==> src/rtl/pulse_ext_pkg.sv <==
// Shared types and helpers for the multi-channel pulse extender.
// Define PULSE_EXT_RETRIG_EN to let a trigger during a pulse restart it instead of flagging a drop.
package pulse_ext_pkg;

  localparam int PE_CNT_W = 8;

  typedef enum logic {
    IDLE  = 1'b0,
    PULSE = 1'b1
  } pe_state_e;

  typedef logic [PE_CNT_W-1:0] len_t;
  typedef logic [PE_CNT_W-1:0] cnt_t;

  // A programmed length of zero still produces a one-cycle pulse.
  function automatic int unsigned pe_leff(input int unsigned len);
    return (len == 0) ? 32'd1 : len;
  endfunction

endpackage

==> src/rtl/pulse_ext_channel.sv <==
// One pulse-extender channel: edge detect, length register, IDLE/PULSE FSM and down-counter.
// Honours PULSE_EXT_RETRIG_EN (retrigger extends the pulse) when defined.
module pulse_ext_channel #(
  parameter int CNT_W       = 8,
  parameter int DEFAULT_LEN = 2
) (
  input  logic             clk,
  input  logic             i_reset,
  input  logic             i_x,
  input  logic             i_cfg_we,
  input  logic [CNT_W-1:0] i_cfg_len,
  output logic             o_x,
  output logic             o_drop
);
  import pulse_ext_pkg::*;

  pe_state_e        r_state;
  pe_state_e        w_state_next;
  logic [CNT_W-1:0] r_cnt;
  logic [CNT_W-1:0] w_cnt_next;
  logic [CNT_W-1:0] r_len;
  logic [CNT_W-1:0] w_leff_m1;
  logic             r_x_q;
  logic             w_trig;

  assign w_trig    = i_x & ~r_x_q;
  // Length is taken from the register as it stands before any same-cycle write lands.
  assign w_leff_m1 = CNT_W'(pe_leff(32'(r_len)) - 32'd1);

`ifdef PULSE_EXT_RETRIG_EN
  always_comb begin
    w_state_next = r_state;
    w_cnt_next   = r_cnt;
    case (r_state)
      IDLE: begin
        if (w_trig) begin
          w_state_next = PULSE;
          w_cnt_next   = w_leff_m1;
        end
      end
      PULSE: begin
        if (w_trig) begin
          w_cnt_next = w_leff_m1;
        end else if (r_cnt == '0) begin
          w_state_next = IDLE;
        end else begin
          w_cnt_next = r_cnt - 1'b1;
        end
      end
      default: begin
        w_state_next = IDLE;
        w_cnt_next   = '0;
      end
    endcase
  end

  assign o_drop = 1'b0;
`else
  logic r_drop;
  logic w_drop_next;

  always_comb begin
    w_state_next = r_state;
    w_cnt_next   = r_cnt;
    w_drop_next  = 1'b0;
    case (r_state)
      IDLE: begin
        if (w_trig) begin
          w_state_next = PULSE;
          w_cnt_next   = w_leff_m1;
        end
      end
      PULSE: begin
        // Busy channel: a new edge is discarded, including one in the last pulse cycle.
        w_drop_next = w_trig;
        if (r_cnt == '0) begin
          w_state_next = IDLE;
        end else begin
          w_cnt_next = r_cnt - 1'b1;
        end
      end
      default: begin
        w_state_next = IDLE;
        w_cnt_next   = '0;
      end
    endcase
  end

  always_ff @(posedge clk) begin
    if (i_reset) begin
      r_drop <= 1'b0;
    end else begin
      r_drop <= w_drop_next;
    end
  end

  assign o_drop = r_drop;
`endif

  always_ff @(posedge clk) begin
    if (i_reset) begin
      r_state <= IDLE;
      r_cnt   <= '0;
      r_x_q   <= 1'b0;
      r_len   <= CNT_W'(DEFAULT_LEN);
    end else begin
      r_state <= w_state_next;
      r_cnt   <= w_cnt_next;
      r_x_q   <= i_x;
      if (i_cfg_we) begin
        r_len <= i_cfg_len;
      end
    end
  end

  assign o_x = (r_state == PULSE);

endmodule

==> src/rtl/multi_pulse_extender.sv <==
// N-channel rising-edge pulse extender with per-channel runtime length registers.
// Build option PULSE_EXT_RETRIG_EN: retriggering a busy channel extends its pulse.
module multi_pulse_extender #(
  parameter  int N_CH        = 4,
  parameter  int CNT_W       = 8,
  parameter  int DEFAULT_LEN = 2,
  localparam int CH_W        = (N_CH > 1) ? $clog2(N_CH) : 1
) (
  input  logic             clk,
  input  logic             i_reset,
  input  logic [N_CH-1:0]  i_x,
  input  logic             i_cfg_we,
  input  logic [CH_W-1:0]  i_cfg_ch,
  input  logic [CNT_W-1:0] i_cfg_len,
  output logic [N_CH-1:0]  o_x,
  output logic [N_CH-1:0]  o_drop,
  output logic             o_busy
);

  logic [N_CH-1:0] w_cfg_we;

  genvar gi;
  generate
    for (gi = 0; gi < N_CH; gi++) begin : g_ch
      // Indices at or above N_CH never match, so such writes fall on the floor.
      assign w_cfg_we[gi] = i_cfg_we && (i_cfg_ch == CH_W'(gi));

      pulse_ext_channel #(
        .CNT_W       (CNT_W),
        .DEFAULT_LEN (DEFAULT_LEN)
      ) u_channel (
        .clk       (clk),
        .i_reset   (i_reset),
        .i_x       (i_x[gi]),
        .i_cfg_we  (w_cfg_we[gi]),
        .i_cfg_len (i_cfg_len),
        .o_x       (o_x[gi]),
        .o_drop    (o_drop[gi])
      );
    end
  endgenerate

  assign o_busy = |o_x;

endmodule
==> config.mk <==
export PLATFORM = sky130hd
export DESIGN_NAME = multi_pulse_extender
export DESIGN_NICKNAME = d
export VERILOG_FILES = /design/src/rtl/pulse_ext_pkg.sv /design/src/rtl/pulse_ext_channel.sv /design/src/rtl/multi_pulse_extender.sv
export SDC_FILE = /design/constraint.sdc
export NUM_CORES = 1
export LEC_CHECK = 0
export CAP_MARGIN = 20
export CORE_ASPECT_RATIO = 1.25
export CORE_UTILIZATION = 27
export DETAILED_ROUTE_END_ITERATION = 7
export PLACE_DENSITY = 0.53
export RECOVER_POWER = 50
export SLEW_MARGIN = 20
export SYNTH_ARGS = -nofsm -noshare
export SYNTH_HDL_FRONTEND = slang
export SYNTH_HIERARCHICAL = 1
export SYNTH_SLANG_ARGS = --single-unit
==> constraint.sdc <==
create_clock -name clk -period 2.5 [get_ports clk]
set_input_delay 0.75 -clock clk [delete_from_list [all_inputs] [get_ports clk]]
set_output_delay 0.75 -clock clk [all_outputs]
set_load 0.05 [all_outputs]
==> metrics <==
top cells by area, synth=dfxtp_1, mux2i_1, a21oi_1; last element of the critical path=o_busy; Post-DRT Antenna Nets=0; CTS resizes=0; Mapped Cells=457; Register Area=1520 um^2; critical path startpoint=g_ch[2].u_channel/o_x; Pint=2.65 mW; R2R Path Start=g_ch[3].u_channel/o_x; clk root buf=clkbuf_16; Final Cycle Share=0.923; Routed WL=10200 um; post-route DRC violation count=0; Sw Ratio=0.303; CTS buffer count=9; fraction of registers with async set/reset=0; initial drt markers=117; fin nets=513; postcts setup bufs=0; Initial DRT Pass Iterations=4; Final Wtd Congestion=0.864; static leakage=1.75 nW; multi-input logic area=2510 um^2; crit path capture type=output pin; vias per inst=5.06; worst path arrival time=1.56 ns; R2R setup slack=0.39 ns; RSZ-0062 raised after global routing=no; Clk pwr share=0.384; fraction of layout cells with a size suffix above 1=0.147; Yosys warning total=6; CTS tree=built; H-tree Lvls=3; Std-Cell Rows=50; pwr dens=753 nW/um^2; # clock sinks=76; Die Ht=141 um; Syn-to-layout area delta=21.2%; Port Buffers=25; status=completed; Total Routing Usage GR=0.138; WL/cell=14.5 um; final std cells w/o fill=705; CORE AREA=15100 um^2; Max Root-Sink Buffers=2; antenna violations before repair=0; Max-slew headroom=0.0729; Most used DFF post-synth=dfxtp_1; fillers=1558; number of hold buffers added after CTS=0; share of total power in combinational logic=0.234; post-synthesis sequential area ratio=0.364; die footprint=16000 um^2; vias in the first global route=3515; DR vias=3570; switching power=1.16 mW; clock skew=0.00798 ns; Final TNS setup=0 ns; Yosys cell types=42; Layout Utilization=0.336; Req. time, crit path=1.75 ns; final hold violations=0; Clock transition at path regs=0.06 ns; fin crit period=2.31 ns; Avg Inst Size Synth=9.14 um^2; top-area cell type share of the netlist area=0.364; largest net degree at the start of global routing=32; Pwr Total=3.81 mW; Fmax=433 MHz; Max Cap Violations=0; #FFs+latches synth=76; Final Max Tran Viols=0; Crit Path Class=flop to output pin; syn_nets=478; final setup violation count=0; sequential share of power=0.382; Tightest Pin Transition=1.39 ns; worst skew pair latency=0.34 ns; first-pass GRT wire length=17700 um; area leader, netlist=dfxtp_1; worst vdd ir=426 uV; Initial Utilization=0.277; DP Wirelength=7350 um; EDFF count, synth=0; Setup crit start kind=flop; type of the most critical hold path=flop to flop; ant diodes=0; placed cell count=689; FF-to-FF End=g_ch[3].u_channel/r_cnt[6]; worst-path fanout max=7; Die X-Extent=113 um; Mapped Area=4180 um^2; io pins=26; grt ovf=0; reg2reg path depth=7
## worst min path at each step
stage,start,end,cells past startpoint
floorplan,g_ch[0].u_channel/r_cnt[7],g_ch[0].u_channel/r_cnt[7],2
global placement,g_ch[1].u_channel/r_cnt[7],g_ch[1].u_channel/r_cnt[7],2
detailed placement,g_ch[0].u_channel/r_cnt[7],g_ch[0].u_channel/r_cnt[7],2
CTS,g_ch[3].u_channel/r_cnt[7],g_ch[3].u_channel/r_cnt[7],2
global route,g_ch[2].u_channel/r_cnt[7],g_ch[2].u_channel/r_cnt[7],2
finish,g_ch[3].u_channel/r_cnt[7],g_ch[3].u_channel/r_cnt[7],2
## synth_stat cells, types with 4 or more instances
master     instances
inv_2              4
or3_1              4
dfxtp_1           76
a221oi_4           4
o21ai_2            4
o311a_1            4
nor3b_4            4
and3_1             9
nor3b_1            5
buf_4              4
mux2i_1           36
nor2b_1           32
inv_1              4
buf_1              4
o22ai_1            8
nand2_1           28
a31oi_1            4
o31ai_1            8
a31oi_4            4
nor4_2             8
nor4_1             8
nor4_4             4
a21oi_1           52
nand2b_1           8
and2_1             4
ha_1               4
a211oi_1           4
nor2_1            48
nand3_1            4
nor3_1            12
o21ai_1            4
clkbuf_1           8
a211o_1            4
buf_6              4
o2111ai_1          8
nor2_2             4
xor2_1             4
o21ai_0            4
mux2_1             4
a22oi_1            8
## area by class of cell
cell class | instances | share of cell area
multi-input combinational | 353 | 0.495
sequential | 76 | 0.301
timing repair buffer | 44 | 0.0806
clock buffer | 12 | 0.0526
tap | 208 | 0.0514
clock inverter | 4 | 0.0138
inverter | 8 | 0.00593
## placed cells by master (no fill, tap or decap), types with 5 or more instances in the layout
master,n
clkdlybuf4s50_1,18
o2111ai_1,8
o22ai_1,8
buf_4,15
a22oi_1,8
nand2_1,28
nor4_1,8
o31ai_1,8
nor3_1,12
clkbuf_16,9
a21oi_1,52
nand2b_1,8
dfxtp_1,76
nor4_2,8
mux2i_1,36
nor2b_1,32
nor3b_1,5
nor2_1,48
and3_1,9
## power by group through the flow
| stage | registers (mW) | logic, mW | clock network [mW] |
|---|---|---|---|
| after CTS | 1.46 | 0.905 | 1.49 |
| final | 1.46 | 0.891 | 1.46 |
| after detailed placement | 1.48 | 0.901 | 0 |
| after global placement | 1.48 | 0.889 | 0 |
| after global routing | 1.47 | 0.979 | 1.54 |
| after floorplan | 1.48 | 0.632 | 0 |
## per-stage QoR
stage	hold slack [ns]	setup slack, ns	cell area [um^2]
after floorplan	0.440	0.347	4180
after global placement	0.453	0.227	4770
after detailed placement	0.462	0.182	4770
after CTS	0.475	0.146	5100
after global routing	0.504	0.0908	5060
final	0.472	0.193	5060
## cell families after synthesis
| group | count (synthesis) | synth area share |
|---|---|---|
| xor gates and xnor gates | 4 | 0.00838 |
| adders and majority gates | 4 | 0.0120 |
| AOI/OAI and AO/OA | 120 | 0.214 |
| buffers and inverters | 28 | 0.0359 |
| muxes | 40 | 0.0970 |
| DFF | 76 | 0.364 |
| and+or+nand+nor | 185 | 0.268 |
## flip-flops by register name (all words and copies together) (netlist names)
signal	cells
g_ch.u_channel/r_cnt	32
g_ch.u_channel/r_len	32
g_ch.u_channel/o_drop	4
g_ch.u_channel/o_x	4
g_ch.u_channel/r_x_q	4
## per-layer routing
metal | up-vias | routed length, um | share of wire | GRT usage
met2 | 54 | 4990 | 0.49 | 0.232
met3 | 14 | 239 | 0.023 | 0.0215
met1 | 1739 | 4810 | 0.47 | 0.173
met4 | 0 | 206 | 0.020 | 0.0596
met5 | - | 0 | 0 | 0
li1 | 1763 | - | - | -
## worst max-delay path: stages, from the launching register on
cell	delay (ns)
dfxtp_1	0.37
buf_4	0.20
or4_1	0.47
buf_12	0.18
Power figures use the tool's default switching activity.
